`src/rtl/mul_seq_pkg.sv`:
```
// Shared constants, state encoding and bit-vector helpers for the one-hot
// shift-and-add multiply sequencer.
package mul_seq_pkg;

  localparam int WIDTH = 32;
  localparam int IDXW  = 5;
  localparam int CNTW  = 6;

  typedef enum logic [1:0] {
    ST_IDLE = 2'd0,
    ST_RUN  = 2'd1,
    ST_DONE = 2'd2
  } state_t;

  // Positions whose binary index has bit k set; feeds one OR-tree per index bit.
  function automatic logic [WIDTH-1:0] idx_mask(input int k);
    logic [WIDTH-1:0] m;
    m = '0;
    for (int i = 0; i < WIDTH; i++) begin
      m[i] = 1'(i >> k);
    end
    return m;
  endfunction

  // Ripple "seen a bit below" chain; any set bit above a seen bit is a second one.
  function automatic logic at_most_one_hot(input logic [WIDTH-1:0] v);
    logic seen;
    logic multi;
    seen  = 1'b0;
    multi = 1'b0;
    for (int i = 0; i < WIDTH; i++) begin
      multi = multi | (v[i] & seen);
      seen  = seen | v[i];
    end
    return ~multi;
  endfunction

endpackage

```
`src/rtl/onehot_index_32.sv`:
```
// Combinational one-hot to binary index encoder built as one OR-tree per
// index bit; an all-zero input encodes to index 0.
module onehot_index_32
  import mul_seq_pkg::*;
(
  input  logic [WIDTH-1:0] onehot,
  output logic [IDXW-1:0]  idx
);

  for (genvar k = 0; k < IDXW; k++) begin : g_idx_bit
    assign idx[k] = |(onehot & idx_mask(k));
  end

endmodule

```
`src/rtl/onehot_mul_seq_32.sv`:
```
// Multi-cycle unsigned 32x32 multiplier: one partial product per set bit of
// the multiplier, lowest bit first, accumulated into a 64-bit register.
module onehot_mul_seq_32
  import mul_seq_pkg::*;
(
  input  logic                 clk,
  input  logic                 rst,
  input  logic                 start,
  input  logic [WIDTH-1:0]     a,
  input  logic [WIDTH-1:0]     b,
  output logic                 busy,
  output logic                 done,
  output logic [2*WIDTH-1:0]   product,
  output logic                 single_hot,
  output logic [CNTW-1:0]      run_cycles
);

  state_t                state_r;
  state_t                next_state_s;
  logic [2*WIDTH-1:0]    mcand_r;
  logic [WIDTH-1:0]      mplier_r;
  logic [2*WIDTH-1:0]    acc_r;
  logic [CNTW-1:0]       count_r;
  logic [2*WIDTH-1:0]    product_r;
  logic [CNTW-1:0]       run_cycles_r;
  logic                  single_hot_r;
  logic                  busy_r;
  logic                  done_r;

  logic [WIDTH-1:0]      low_s;
  logic [WIDTH-1:0]      rest_s;
  logic [IDXW-1:0]       idx_s;
  logic [2*WIDTH-1:0]    addend_s;
  logic [2*WIDTH-1:0]    acc_next_s;
  logic [CNTW-1:0]       count_next_s;

  assign low_s        = mplier_r & (~mplier_r + 32'd1);
  assign rest_s       = mplier_r ^ low_s;
  assign addend_s     = mcand_r << idx_s;
  assign count_next_s = count_r + 6'd1;

  onehot_index_32 u_index (
    .onehot (low_s),
    .idx    (idx_s)
  );

  // State register.
  always_ff @(posedge clk) begin
    if (rst) begin
      state_r <= ST_IDLE;
    end else begin
      state_r <= next_state_s;
    end
  end

  // Next-state decode and the accumulate step of a RUN cycle.
  always_comb begin
    next_state_s = state_r;
    acc_next_s   = acc_r;
    case (state_r)
      ST_IDLE: begin
        if (start) begin
          next_state_s = ST_RUN;
        end else begin
          next_state_s = ST_IDLE;
        end
      end
      ST_RUN: begin
        // A zero multiplier still spends one RUN cycle but adds nothing.
        if (mplier_r != 32'd0) begin
          acc_next_s = acc_r + addend_s;
        end else begin
          acc_next_s = acc_r;
        end
        if (rest_s == 32'd0) begin
          next_state_s = ST_DONE;
        end else begin
          next_state_s = ST_RUN;
        end
      end
      ST_DONE: begin
        next_state_s = ST_IDLE;
      end
      default: begin
        next_state_s = ST_IDLE;
      end
    endcase
  end

  // Operand capture, accumulation and registered result/status outputs.
  always_ff @(posedge clk) begin
    if (rst) begin
      mcand_r      <= 64'd0;
      mplier_r     <= 32'd0;
      acc_r        <= 64'd0;
      count_r      <= 6'd0;
      product_r    <= 64'd0;
      run_cycles_r <= 6'd0;
      single_hot_r <= 1'b0;
      busy_r       <= 1'b0;
      done_r       <= 1'b0;
    end else begin
      busy_r <= (next_state_s != ST_IDLE);
      done_r <= (next_state_s == ST_DONE);
      case (state_r)
        ST_IDLE: begin
          if (start) begin
            mcand_r      <= {32'd0, a};
            mplier_r     <= b;
            acc_r        <= 64'd0;
            count_r      <= 6'd0;
            single_hot_r <= at_most_one_hot(b);
          end
        end
        ST_RUN: begin
          acc_r    <= acc_next_s;
          mplier_r <= rest_s;
          count_r  <= count_next_s;
          if (next_state_s == ST_DONE) begin
            product_r    <= acc_next_s;
            run_cycles_r <= count_next_s;
          end
        end
        ST_DONE: begin
          acc_r <= acc_r;
        end
        default: begin
          acc_r <= acc_r;
        end
      endcase
    end
  end

  assign busy       = busy_r;
  assign done       = done_r;
  assign product    = product_r;
  assign single_hot = single_hot_r;
  assign run_cycles = run_cycles_r;

endmodule

```
`config.mk`:
```
export PLATFORM = sky130hd
export DESIGN_NAME = onehot_mul_seq_32
export DESIGN_NICKNAME = d
export VERILOG_FILES = /design/src/rtl/mul_seq_pkg.sv /design/src/rtl/onehot_index_32.sv /design/src/rtl/onehot_mul_seq_32.sv
export SDC_FILE = /design/constraint.sdc
export NUM_CORES = 1
export LEC_CHECK = 0
export CORE_UTILIZATION = 53
export DETAILED_ROUTE_END_ITERATION = 8
export PLACE_DENSITY = 0.88
export SETUP_SLACK_MARGIN = 0.15
export SLEW_MARGIN = 0
export SYNTH_ARGS = -nofsm -noshare
export SYNTH_HDL_FRONTEND = slang
export SYNTH_SLANG_ARGS = --single-unit
```
`constraint.sdc`:
```
create_clock -name clk -period 6.53 [get_ports clk]
set_input_delay 1.306 -clock clk [delete_from_list [all_inputs] [get_ports clk]]
set_output_delay 1.306 -clock clk [all_outputs]
set_load 0.005 [all_outputs]
```
Yosys cells after proc, flatten, opt, wreduce, memory -nomap -nowiden
Cells that the tools add are included.

Register bits: 209. Input port bits: 67. Output and inout bits: 73.

Add/sub/neg operators: 3. Equal/unequal tests: 3. Shift operators: 1. Mux-type cells: 10. Bitwise operators: 95. Reduce and logical (&&, ||, !) cells: 13.

Operators by type and width (number): $mux 64 (2); $pmux 64 s2 (1); $reduce_or 16->1 (5); $add 64x64->64 (1); $pmux 32 s2 (1); $shl 32x5->64 (1); $or 1x1->1 (60); $add 32x1->32 const B (1); $and 32x32->32 (1); $logic_not 32->1 (1); $mux 32 (1); $not 32->32 (1); $reduce_bool 32->1 (1); $xor 32x32->32 (1); $and 1x1->1 (31); $pmux 6 s2 (1); $add 6x1->6 const B (1); $mux 6 (1); $reduce_and 2->1 (3); $pmux 2 s2 (1); $reduce_bool 2->1 (2); $eq 2x1->1 const B (1); $eq 2x2->1 const B (1); $logic_not 2->1 (1); other kinds (4) (4).

Longest topological paths before layout
Depth after elaboration: 33. Depth in mapped cells: 28. Gate-level depth less buffers: 23.

Cells and area by module
From an unflattened synthesis, not the netlist that was laid out.

Cell total of the unflattened synthesis: 1985. Area total of the unflattened synthesis: 14901.8 µm².

By module, submodules not included: onehot_mul_seq_32 (instances 1, cells an instance 1962, area each 14762.9 µm², seq. area each 4184.0 µm²); onehot_index_32 (instances 1, cells an instance 23, area each 138.9 µm², seq. area each 0.0 µm²).

Least setup slack after synthesis
No wires, ideal clock.

Kind: register -> register. Start: reg mplier_r[0]. End: reg product_r[51] (netlist: product[51]). Setup time: 0.114 ns. Arrival time: 6.694 ns. Slack: -0.278 ns. Stages on the path, launching flop included: 28. Period minus slack after synthesis: 6.808 ns. Cell sequence: dfxtp_1 > clkbuf_1 > nor4_2 > nand4_2 > or4_1 > o2111a_1 > buf_2 > buf_2 > clkbuf_1 > a211oi_1 > a21oi_1 > a21oi_1 > nand2_1 > o21ai_0 > o21ai_0 > ha_1 > clkbuf_1 > nand2_1 > or4b_2 > or4_1 > a21oi_1 > a211o_1 > o2111a_1 > o2111a_1 > nand2b_1 > a31oi_1 > xor2_1 > a2111oi_0.

Cells in the longest elaborated chain, start to end: 9. Elaborated cells on any way between the ends: 18.

RTL lines: from (decl) (line onehot_mul_seq_32.sv:21) `logic [WIDTH-1:0] mplier_r;`; from (signal assigned) (line onehot_mul_seq_32.sv:117) `mplier_r <= rest_s;`; branches (longest 9 deep; another with $add 64x64->64); to (signal assigned) (line onehot_mul_seq_32.sv:120) `product_r <= acc_next_s;`; to (decl) (line onehot_mul_seq_32.sv:24) `logic [2*WIDTH-1:0] product_r;`.

Parallel ways; which one is timed is not known. A chain may end at the register's enable or synchronous reset.

Worst setup path in the final report
Start: reg mplier_r[24]. End: reg product_r[63] (netlist: product[63]).

Same word-level chain as after synthesis.

==> results.yml <==
cells_and_area:
  synthToLayoutAreaGrowth_pct: 26.40
  stdcell_area_sq_um: 19060
  drive_above_1_share_pct: 14.98
  final_cell_mix: "nand2_1, nor2_1, a21oi_1"
  regArea_sq_um: 4188
  layout.nets: 2345
  multi_input_area_sq_um: 10940
  fill_cells: 2311
  diodes: 0
  instances_no_fill: 2608
  final_common_cell: "nand2_1"
synthesis:
  synthSimpleGateAreaFrac_pct: 23.87
  syn_inst: 2076
  synth-xor-area-share_pct: 3.137
  ys_seq_elements: 209
  synth_top_family_by_area: "compound AO/OA/AOI/OAI gates"
  async_reset_ff_share_pct: 0
  synth_fa_ha_area_share_pct: 6.116
  synth_compound_area_share_pct: 26.95
  synth_edf_count: 0
  synthFlopType: "dfxtp_1"
  avgSynthCellArea_sq_um: 7.263
  synthDistinctLibCells: 78
  yosys-mux-area-fraction_pct: 7.402
  synth_warnings: 0
  syn_area_sq_um: 15080
  yosysSeqAreaShare_pct: 27.75
  synth_fp_nets: 2208
setup_path:
  path_common_cell: "a211oi_2"
  critical_path_class: "flip-flop to flip-flop"
  r2r_end: "product[63]"
  rr_worst_depth: 24
  crit_chain: "nor4_1 -> nand4_1 -> a211oi_2 -> a221oi_2 -> nand4_1 -> buf_12 -> mux2i_1 -> o2bb2ai_1 -> mux2i_1 -> a211oi_2 -> ha_1 -> buf_4 -> a21oi_1 -> nor2_1 -> a211oi_2 -> o221ai_2 -> a211o_1 -> o2111a_1 -> o2111a_2 -> o21ai_2 -> buf_4 -> nand2_1 -> or4_1 -> and3_1"
  cp_max_fo: 22
  cpMaxStageDelayCell: "nor4_1"
  worst_ep_required_time_ns: 6.96
  crit_path_end_kind: "flip-flop"
  r2r_setup_slack_ns: 0.30
  arrival_ns: 6.66
  max_stage_delay_ns: 0.57
  crit_path_start_kind: "flip-flop"
  reg2reg_from: "mplier_r[24]"
clock_tree:
  cts_made_buffers: 23
  cts_sinks: 209
  cts_hold_buffers: 0
  htreeDepth: 1
  cts.clk_slew.worst_paths_ns: 0.06
  cts_tree: "done"
  cts_max_path_buffers: 3
  clkLatencyLatePin_ns: 0.55
  clk_root_buffer_cell: "clkbuf_16"
routing:
  drc: 0
  initialDrtViolationCount: 1681
  vias: 16312
  wl_per_cell_microns: 18.89
  first_pass_iters: 5
  avgViaCountPerCell: 6.255
  ant_nets: 0
  routed_wl_microns: 49270
sta:
  max_freq_mhz: 160.5
  fin_skew_ns: 0.02727
  worst_pin_slew_ns: 1.029
  final_max_slew_viol_count: 0
  final.period_utilization_pct: 95.43
  hold_viol_final: 0
  rsz0062_at_grt: "true"
  finalSetupTns_ns: 0
  finalWorstSetupSlack_ns: 0.2983
  fin_crit_ns: 6.232
  max-slew-margin-rel_pct: 31.38
  setup_viol: 0
floorplan:
  start_util_pct: 54.13
  die-width_microns: 170.7
  fp.dieArea_sq_um: 29130
  core_area_sq_um: 27860
  io_pins: 140
  floorplan.rows: 61
  die_y_microns: 170.7
worst_hold_path:
  min-delay-start: "product[42]"
  hold_path.class: "flip-flop to flip-flop"
  hold_end: "product[42]"
  whs_path_depth: 2
power:
  pwr_density_cell_nw_per_um2: 291.5
  power.leakage_nw: 7.381
  vdd_ir_drop_max_mv: 0.1913
grt:
  grt_pass1_wl_microns: 77020
  antenna_found_initial: 0
  grt_usage_pct: 32.65
  grt_pass1_vias: 14949
  overflow: 0
  grt_max_degree: 102
place:
  placed_area_sq_um: 17290
  preCtsSetupSlack_ns: -0.07477
  portBuffers: 139
  hpwl_microns: 35460
  place.gp.congestion: 0.9896
  placed_cells: 2549
status:
  status: "finished, final reports clean"
job:
  drv_cap: 0
## kinds of logic after synthesis
logic type      after synthesis
compound gates              647
simple gates                795
mux                         109
xor+xnor                     54
fa+ha+maj                    75
buf+inv                     187
flops                       209
## power by group
| part | internal [W] | switching (W) |
|---|---|---|
| clock network | 0.000906 | 0.000568 |
| logic | 0.00110 | 0.00153 |
| registers | 0.00136 | 0.0000960 |
| total | 0.00336 | 0.00219 |
## synthesized netlist by cell type (all sizes together) (11+ instances only)
library cell  instances  area (sq um)
inv                  31         116.4
dfxtp               209          4184
nand4                20         131.4
mux2i                89         890.9
o211ai               19         142.6
xnor2                35         306.5
clkbuf              122         457.9
a31oi                34         212.7
ha                   64         800.8
nand2b               14         87.58
a22oi                34         255.2
o21ai               118         590.6
nor3                 39         200.2
o21bai               17         127.6
buf                  33         142.6
xor2                 19         166.4
a211oi               45         337.8
or3                  14         87.58
and3                 11         68.82
nor2b                16         100.1
and2                 13         81.33
o22ai                13         81.33
nor2                267          1002
nand3                62         310.3
a311oi               15         131.4
a21o                 39         292.8
mux2                 20         225.2
nand2               281          1057
or4                  14         120.1
a21oi               226          1131
nor4                 15         121.4
## layout make-up
type                            count  area share (%)
Clock buffer                       29           3.401
Clock inverter                     13           1.109
Inverter                           32          0.6302
Multi-Input combinational cell   1680           57.38
Sequential cell                   209           21.97
Tap cell                          378           2.481
Timing Repair Buffer              267           13.03
## what timing repair did
item | 4_1_cts | 5_1_grt
pin swaps | 3 | 31
endpoints found under the setup margin | 27 | 52
setup buffers | 3 | 11
gates resized for setup | 19 | 139
gates cloned | 0 | 3
## stage by stage
step                      utilization [%]  hold slack, ns  power [W]
after floorplan                         -          0.4480   0.002973
after detailed placement            62.07          0.4477   0.003746
final                               68.42          0.4543   0.005556
after CTS                           65.48          0.4546   0.005250
after global routing                68.42          0.4770   0.005833
after global placement              62.04          0.4401   0.003710
## how the worst max path moves through the flow
stage,endpoint,start,slack [ns],depth (start not counted)
finish,product[63],mplier_r[24],0.30,24
floorplan,product[51],mplier_r[1],0.17,27
global placement,product[63],mplier_r[8],0.04,24
global route,product[51],mplier_r[9],0.03,23
CTS,product[63],mplier_r[12],0.15,25
detailed placement,product[51],mplier_r[8],-0.07,25
## critical path: cells and delay by family (launching register included)
kind            cells  cell delay (ns)
fa+ha+maj           1             0.31
mux                 2             0.37
flops               1             0.39
buf+inv             3             0.50
compound gates     11             2.80
simple gates        7             1.74
## sequential cells by signal (all words and copies together), names as in the netlist
register    flops
mcand_r        32
busy            1
done            1
mplier_r       32
acc_r          64
single_hot      1
run_cycles      6
count_r         6
product        64
state_r         2
## metal layers
layer	wire length, microns	track usage, %	part of all wire [%]	vias up
met5	0	0	0	-
met4	1246	9.597	2.5	0
met3	3701	3.979	7.5	103
met2	22570	52.46	46	725
met1	21750	45.55	44	7676
li1	-	-	-	7808
No activity file was read; power rests on OpenSTA's default activity.
